===== src/rtl/sram_arbiter.sv =====
// Multi-client arbiter for the asynchronous SRAM. Each grant becomes one read or
// write whose strobes are held for WAIT_CYCLES, followed by a one-cycle ack/rvalid.
module sram_arbiter #(
  parameter int CLIENTS     = 2,
  parameter int ADDR_W      = 18,
  parameter int DATA_W      = 16,
  parameter int WAIT_CYCLES = 1,
  parameter int FIXED_PRIO  = 0,
  localparam int BE_W       = DATA_W / 8
) (
  input  logic                     clk100,
  input  logic                     reset,
  input  logic [CLIENTS-1:0]        req,
  input  logic [CLIENTS-1:0]        wr,
  input  logic [CLIENTS*ADDR_W-1:0] addr,
  input  logic [CLIENTS*DATA_W-1:0] wdata,
  input  logic [CLIENTS*BE_W-1:0]   be,
  output logic [CLIENTS-1:0]        ack,
  output logic [CLIENTS-1:0]        rvalid,
  output logic [DATA_W-1:0]         rdata,
  output logic [ADDR_W-1:0]         ram_addr,
  output logic [DATA_W-1:0]         ram_dout,
  input  logic [DATA_W-1:0]         ram_din,
  output logic                      ram_ce,
  output logic                      ram_oe,
  output logic                      ram_we,
  output logic [BE_W-1:0]           ram_be
);

  localparam int IDX_W = (CLIENTS > 1) ? $clog2(CLIENTS) : 1;
  localparam int CNT_W = (WAIT_CYCLES > 1) ? $clog2(WAIT_CYCLES) : 1;
  localparam logic [CNT_W-1:0] CNT_LOAD = CNT_W'(WAIT_CYCLES - 1);
  localparam logic [IDX_W-1:0] LAST_RST = IDX_W'(CLIENTS - 1);

  typedef enum logic [1:0] {IDLE, ACCESS, DONE} state_e;

  state_e             state_q, state_d;
  logic [CNT_W-1:0]   cnt_q;
  logic [IDX_W-1:0]   grant_q, last_q;
  logic               wr_q;
  logic [ADDR_W-1:0]  addr_q;
  logic [DATA_W-1:0]  dout_q;
  logic [BE_W-1:0]    be_q;
  logic [DATA_W-1:0]  rdata_q;
  logic [CLIENTS-1:0] ack_q, ack_d;
  logic [CLIENTS-1:0] rvalid_q, rvalid_d;
  logic               ce_q, ce_d;
  logic               oe_q, oe_d;
  logic               we_q, we_d;

  logic [IDX_W-1:0]   pick;
  logic               anyReq;
  logic               found;
  logic               wrNext;
  int                 idx;

  assign anyReq = |req;

  // Round-robin searches upward from the client after last_q; fixed priority takes the lowest index
  always_comb begin
    pick  = '0;
    found = 1'b0;
    idx   = 0;
    if (FIXED_PRIO != 0) begin
      for (int i = CLIENTS - 1; i >= 0; i--) begin
        if (req[i]) pick = IDX_W'(i);
      end
    end else begin
      for (int k = 1; k <= CLIENTS; k++) begin
        idx = int'(last_q) + k;
        if (idx >= CLIENTS) idx = idx - CLIENTS;
        if (!found && req[idx]) begin
          pick  = IDX_W'(idx);
          found = 1'b1;
        end
      end
    end
  end

  always_ff @(posedge clk100) begin
    if (reset) state_q <= IDLE;
    else       state_q <= state_d;
  end

  always_comb begin
    state_d = state_q;
    case (state_q)
      IDLE:    if (anyReq) state_d = ACCESS;
      ACCESS:  if (cnt_q == '0) state_d = DONE;
      DONE:    state_d = IDLE;
      default: state_d = IDLE;
    endcase
  end

  // Strobes and ack are decoded from the next state so that they leave flops directly
  always_comb begin
    wrNext = (state_q == IDLE) ? wr[pick] : wr_q;
    ce_d   = (state_d == ACCESS);
    oe_d   = ce_d & ~wrNext;
    we_d   = ce_d & wrNext;
    ack_d  = '0;
    if (state_d == DONE) begin
      for (int i = 0; i < CLIENTS; i++) ack_d[i] = (grant_q == IDX_W'(i));
    end
    rvalid_d = ack_d & {CLIENTS{~wr_q}};
  end

  always_ff @(posedge clk100) begin
    if (reset) begin
      cnt_q    <= '0;
      grant_q  <= '0;
      last_q   <= LAST_RST;
      wr_q     <= 1'b0;
      addr_q   <= '0;
      dout_q   <= '0;
      be_q     <= '0;
      rdata_q  <= '0;
      ack_q    <= '0;
      rvalid_q <= '0;
      ce_q     <= 1'b0;
      oe_q     <= 1'b0;
      we_q     <= 1'b0;
    end else begin
      if (state_q == IDLE && anyReq) begin
        grant_q <= pick;
        last_q  <= pick;
        wr_q    <= wr[pick];
        addr_q  <= addr[pick*ADDR_W +: ADDR_W];
        dout_q  <= wdata[pick*DATA_W +: DATA_W];
        be_q    <= be[pick*BE_W +: BE_W];
        cnt_q   <= CNT_LOAD;
      end else if (state_q == ACCESS && cnt_q != '0) begin
        cnt_q <= cnt_q - CNT_W'(1);
      end
      // Pads are sampled only at the end of the final strobe cycle
      if (state_q == ACCESS && cnt_q == '0 && !wr_q) rdata_q <= ram_din;
      ack_q    <= ack_d;
      rvalid_q <= rvalid_d;
      ce_q     <= ce_d;
      oe_q     <= oe_d;
      we_q     <= we_d;
    end
  end

  assign ack      = ack_q;
  assign rvalid   = rvalid_q;
  assign rdata    = rdata_q;
  assign ram_addr = addr_q;
  assign ram_dout = dout_q;
  assign ram_be   = be_q;
  assign ram_ce   = ce_q;
  assign ram_oe   = oe_q;
  assign ram_we   = we_q;

endmodule


===== config.mk =====
export PLATFORM = sky130hd
export DESIGN_NAME = sram_arbiter
export DESIGN_NICKNAME = d
export VERILOG_FILES = /design/src/rtl/sram_arbiter.sv
export SDC_FILE = /design/constraint.sdc
export NUM_CORES = 1
export LEC_CHECK = 0
export ABC_AREA = 1
export CAP_MARGIN = 0
export CORE_MARGIN = 1.5
export CORE_UTILIZATION = 36
export DETAILED_ROUTE_END_ITERATION = 12
export PLACE_DENSITY = 0.8
export SLEW_MARGIN = 25
export SYNTH_ARGS = -nofsm -noshare
export SYNTH_HDL_FRONTEND = slang
export SYNTH_SLANG_ARGS = --single-unit

===== constraint.sdc =====
create_clock -name clk100 -period 1.15 [get_ports clk100]
set_clock_uncertainty 0.05 [all_clocks]
set_input_delay 0.23 -clock clk100 [delete_from_list [all_inputs] [get_ports clk100]]
set_output_delay 0.23 -clock clk100 [all_outputs]
set_load 0.1 [all_outputs]

==> impl_results.md, run 1 <==
* Worst min path class: reg2reg
* Failing checks: setup timing
* Synth Register Bits at 65
* N_diodes at 0
* Worst EP required at 1.36 ns
* Final setup margin at -0.141 ns
* Pre-antenna DRT Iters at 4
* Gpl congestion at 0.779
* Seq pwr share at 30.4%
* Synth warn at 0
* Async set-reset flop share out of synthesis at 0%
* Post-synth EDFFs at 0
* Grt ovf at 0
* Leakage at 0.00287 uW
* Drt via density at 4.68
* Mean Syn Cell Area at 6.50 um^2
* Via count at 3565
* Internal at 5520 uW
* Drt first-iter violations at 92
* IO buf count at 152
* Synth top cells by count: 145 x nor2_1, 101 x nand2_1, 65 x dfxtp_1
* Starting density of the core at 37.3%
* Most common cell in the netlist: nor2_1
* P_sw at 3710 uW
* Final #Nets at 745
* Die width at 95.3 um
* FP Rows at 33
* Core ar. at 8220 um^2
* Fillers at 569
* Worst vdd ir at 0.000816 V
* Status: finished, violations left
* GRT Overall Usage at 22.6%
* IO Count at 153
* Die Y at 95.3 um
* Largest cells by area after synthesis: dfxtp_1 42%, nor2_1 18%, nand2_1 12%, inv_1 7.2%, o21ai_0 5.2%
* H-tree depth at 3
* CTS Buf Count at 9
* Post-Synthesis Cells at 472
* Final min period at 1.29 ns
* Reg2reg setup slack at -0.14 ns
* Total Wirelength at 10.5 mm
* RSZ-0062 raised after global routing: true
* Clk sinks at 65
* R2R Path Start: state_q[0]
* Hold_sp: last_q
* Final hold viol count at 0
* DRC errors left at 0
* Critical path data arrival time at 1.50 ns
* Max Clk Rate at 775 MHz
* Global-route wire length before repair at 15.6 mm
* Avg WL per Cell at 13.8 um
* Synthesized cell area at 3070 um^2
* Layout cells sized above 1 at 33.8%
* Crit start category: flop
* Setup TNS Final at -3.36 ns
* Syn_nets at 566
* Clock power frac at 23.9%
* Area delta synth->final at 99.8%
* CTS tree: yes
* Worst Setup EP: ram_addr[8]
* Clock-pin slew on the worst setup and hold paths at 0.08 ns
* Power per cell area at 1510 nW/um^2
* Detailed Place HPWL at 6.68 mm
* Primary FF master, synth: dfxtp_1
* Total power draw at 9230 uW
* Switching share of power at 40.2%
* Initial antenna violation count at 0
* Clk buf depth at 2
* Cell taking the most area after synthesis: dfxtp_1
* Crit Path Category: reg2reg
* Worst-Margin Slew at 0.410 ns
* Slew headroom at 72.7%
* Cells on worst reg2reg path at 7
* Final setup fails at 92
* FF-to-FF End: ram_addr[8]
* Antenna Violating Nets Remaining at 0
* Comb pwr share at 45.7%
* Pin count of the biggest net entering global routing at 29
* Crit end category: flop
* Maximum fanout along the worst path at 8
* CP Launch Point: state_q[0]
* Area share of the largest cell type after synthesis at 42.4%
* Yosys cell types at 21
* Clk_lat worst skew at 0.34 ns
* Sequential share of the synthesized area at 42.4%
* Max Slew Vio Count at 0
* Root buffer cell: clkbuf_8
* Period utilization at 112%
* # Max-Cap Violations at 0
* Vias in the first global route at 3372
* Full die area at 9080 um^2
[cell families (layout without fill, tap and decap cells)]
| family | Yosys count | after routing | share of synthesized area (%) |
|---|---|---|---|
| compound gates | 40 | 40 | 6.53 |
| buf+inv | 86 | 269 | 13.6 |
| flops | 65 | 65 | 42.4 |
| simple gates | 281 | 282 | 37.5 |
[power by group through the flow]
stage               sequential (uW)  clock, uW  combinational [uW]
floorplan                      4290          0                 756
global placement               2820          0                3730
detailed placement             2830          0                3780
CTS                            2790       2240                4030
global route                   2830       2350                4410
finish                         2800       2210                4220
[state kept, by name, summed over array words and instances, names as in the netlist, 2 cells and up]
name	flops
ack	2
ram_addr	18
ram_be	2
ram_dout	16
rdata	16
rvalid	2
state_q	2
[cells in the final DEF (no fill, tap or decap), types with 3 or more instances in the layout]
cell type	count
nand2_1	96
o21ai_4	3
nor3_1	3
dfxtp_2	53
dfxtp_4	10
inv_1	58
nand2_2	5
buf_4	23
clkinvlp_4	3
nor2_1	139
buf_6	4
nor2_2	6
o21ai_2	15
clkdlybuf4s50_1	91
clkbuf_8	10
nand2_4	3
nor2_4	4
buf_12	65
buf_16	4
o21ai_1	14
nand3_1	20
o21ai_0	6
[metrics by stage]
stage | hold slack, ns | instance area (um^2) | instances | util [%] | setup WS, ns
CTS | 0.421 | 5880 | 751 | 71.6 | -0.0792
global route | 0.449 | 6130 | 761 | 74.6 | -0.198
floorplan | 0.359 | 3140 | 472 | - | 0.0321
detailed placement | 0.410 | 5390 | 722 | 65.6 | -0.497
global placement | 0.407 | 5390 | 722 | 65.6 | -0.479
finish | 0.421 | 6130 | 761 | 74.6 | -0.141
[worst max-delay path, cell delays in order, from the launching register on]
cell,delay (ns)
dfxtp_2,0.34
inv_4,0.07
nand2_4,0.07
nor2_8,0.16
buf_6,0.16
buf_16,0.15
o21ai_2,0.06
nor2_1,0.15
[what timing repair did]
item | in CTS | in global routing
endpoints found under the hold margin | 0 | 0
hold buffers | 0 | 0
cloned | 5 | 2
buffers inserted | 8 | 8
pin swaps | 16 | 24
resized for setup | 34 | 58
endpoints found under the setup margin | 116 | 122
[how the worst min path moves through the flow]
| stage | end | slack (ns) | cells past startpoint |
|---|---|---|---|
| floorplan | last_q | 0.36 | 2 |
| global placement | rvalid[0] | 0.41 | 1 |
| detailed placement | ack[0] | 0.41 | 1 |
| CTS | ack[0] | 0.42 | 1 |
| global route | last_q | 0.45 | 2 |
| finish | last_q | 0.42 | 2 |
[per-layer routing]
metal / track usage, % / routed length [um] / vias up
met5: 0 / 0 / -
li1: - / - / 1772
met2: 39.7 / 5210 / 155
met3: 9.09 / 944 / 23
met4: 9.33 / 243 / 0
met1: 23.7 / 4140 / 1615
[cell type report]
cell class | count | area [um^2] | share of cell area [%]
Inverter | 62 | 235 | 3.84
Clock inverter | 6 | 91.3 | 1.49
Timing Repair Buffer | 191 | 2600 | 42.4
Tap cell | 105 | 131 | 2.14
Clock buffer | 10 | 138 | 2.25
Sequential cell | 65 | 1410 | 22.9
Multi-Input combinational cell | 322 | 1530 | 25.0
No activity file was read; power rests on OpenSTA's default activity.
==> run 2, diff against run 1 <==
SLEW_MARGIN = 20   (was 25)
==> results of run 2 <==
Final layout, timing and power as in run 1 (identical DEF).
==> run 3, diff against run 2 <==
ABC_CLOCK_PERIOD_IN_PS = 1150   (was default)
CORE_UTILIZATION = 50   (was 36)
DONT_BUFFER_PORTS = 1   (was default)
PLACE_DENSITY = 0.72   (was 0.8)
==> impl_results.md, run 3 (synthesis results as in run 1) <==
* Slew headroom at 73.8%
* Worst vdd ir at 0.00115 V
* Layout cells sized above 1 at 33.9%
* Place WS at -0.101 ns
* N_diodes at 0
* Starting density of the core at 51.8%
* Max Slew Vio Count at 0
* Die width at 81.3 um
* Final setup fails at 92
* Clk_lat worst skew at 0.35 ns
* CTS tree: yes
* Period utilization at 110%
* Max incr delay on CP at 0.37 ns
* Area delta synth->final at 60.4%
* FP Rows at 28
* Initial antenna violation count at 0
* Die Y at 81.3 um
* CP cell instances: buf_6 -> nand2_2 -> nor2_4 -> buf_12 -> nand3_1 -> nand2_1 -> nor2_1
* Worst hold margin at 0.0478 ns
* Detailed Place HPWL at 5.89 mm
* Multi-input gate area at 1440 um^2
* Clk sinks at 65
* Number of flip-flops in the largest register at 18
* Final hold viol count at 0
* Core ar. at 5920 um^2
* Register area at 1380 um^2
* Total power draw at 8600 uW
* Grt ovf at 0
* Worst EP required at 1.33 ns
* DRC errors left at 0
* Global-route wire length before repair at 14.0 mm
* Crit Path Category: reg2reg
* Pre-antenna DRT Iters at 5
* Critical path data arrival time at 1.44 ns
* Fillers at 312
* Final #Nets at 638
* Crit end category: flop
* Maximum fanout along the worst path at 8
* Avg WL per Cell at 15.3 um
* Vias in the first global route at 3109
* GRT Overall Usage at 28.6%
* Pin count of the biggest net entering global routing at 29
* Antenna Violating Nets Remaining at 0
* H-tree depth at 3
* Leakage at 0.00241 uW
* Power per cell area at 1750 nW/um^2
* IO buf count at 0
* Root buffer cell: clkbuf_8
* Drt first-iter violations at 210
* Commonest non-fill, non-tap cell in the layout: nor2_1
* Worst min path class: in2reg
* RSZ-0062 raised after global routing: true
* # Max-Cap Violations at 0
* Via count at 3246
* Total Wirelength at 9.56 mm
* Clk buf depth at 2
* Failing checks: setup timing
* Most frequent cells in the layout: 139 x nor2_1, 99 x nand2_1, 65 x buf_12
* Full die area at 6610 um^2
* Setup TNS Final at -3.69 ns
* IO Count at 153
* Worst-Margin Slew at 0.392 ns
* Crit-path slowest cell: dfxtp_2
* Final min period at 1.26 ns
* CTS Buf Count at 9
* Crit start category: flop
* Drt via density at 5.20
* Status: finished, violations left
* Max Clk Rate at 793 MHz
* Final setup margin at -0.110 ns
* Clock-pin slew on the worst setup and hold paths at 0.08 ns
* Gpl congestion at 0.858
run 3: changes by cell type in the layout (fill, tap and decap cells not counted), moves of 3 or more:
| cell | previous run | this run |
|---|---|---|
| buf_4 | 23 | 7 |
| clkdlybuf4s50_1 | 91 | 0 |
| dfxtp_2 | 53 | 62 |
| dfxtp_4 | 10 | 0 |
| nand2_1 | 96 | 99 |
| nand2_2 | 5 | 1 |
| o21ai_0 | 6 | 26 |
| o21ai_1 | 14 | 11 |
| o21ai_2 | 15 | 1 |
| o21ai_4 | 3 | 0 |
run 3: per-stage QoR:
stage          cell area (um^2)  utilization [%]  std cells
2_1_floorplan              3140                -        472
3_3_place_gp               4440             74.9        599
3_5_place_dp               4440             74.9        599
4_1_cts                    4860             82.1        624
5_1_grt                    4920             83.1        624
6_report                   4920             83.1        624
run 3: power breakdown:
group / total (uW) / internal (uW) / switching, uW
clock network: 2110 / 1180 / 931
logic: 3710 / 1310 / 2400
registers: 2780 / 2540 / 240
run 3: per-layer routing:
metal,vias up,global-route usage [%],part of all wire (%)
li1,1553,-,-
met1,1477,29.2,36
met2,173,51.2,52
met3,43,9.66,8.5
met4,0,14.7,3.6
met5,-,0,0
run 3: final cells by class:
class / instances / share of cell area (%)
Inverter: 62 / 4.78
Tap cell: 75 / 1.91
Clock inverter: 4 / 1.02
Sequential cell: 65 / 28.0
Timing Repair Buffer: 84 / 31.6
Multi-Input combinational cell: 322 / 29.3
Clock buffer: 12 / 3.36
run 3: critical path, delay by kind of cell (launching register included):
kind / cells / cell delay, ns
buffers and inverters: 2 / 0.26
DFF: 1 / 0.37
and+or+nand+nor: 5 / 0.46
run 3: path summary, 6_finish.rpt:
| path | from | to | slack [ns] | depth (start not counted) |
|---|---|---|---|---|
| max reg2reg | state_q[0] | rdata[13] | -0.11 | 7 |
| min | wr[0] | ram_we | 0.05 | 4 |
| max | state_q[0] | rdata[13] | -0.11 | 7 |
| min reg2reg | rdata[9] | rdata[9] | 0.47 | 2 |
run 3: what timing repair did:
action	in CTS	in global routing
endpoints found under the hold margin	7	0
buffers inserted	3	0
cloned	5	1
gates resized for setup	23	17
setup endpoints to repair	105	121
hold buffers	1	0
pin swaps	7	7
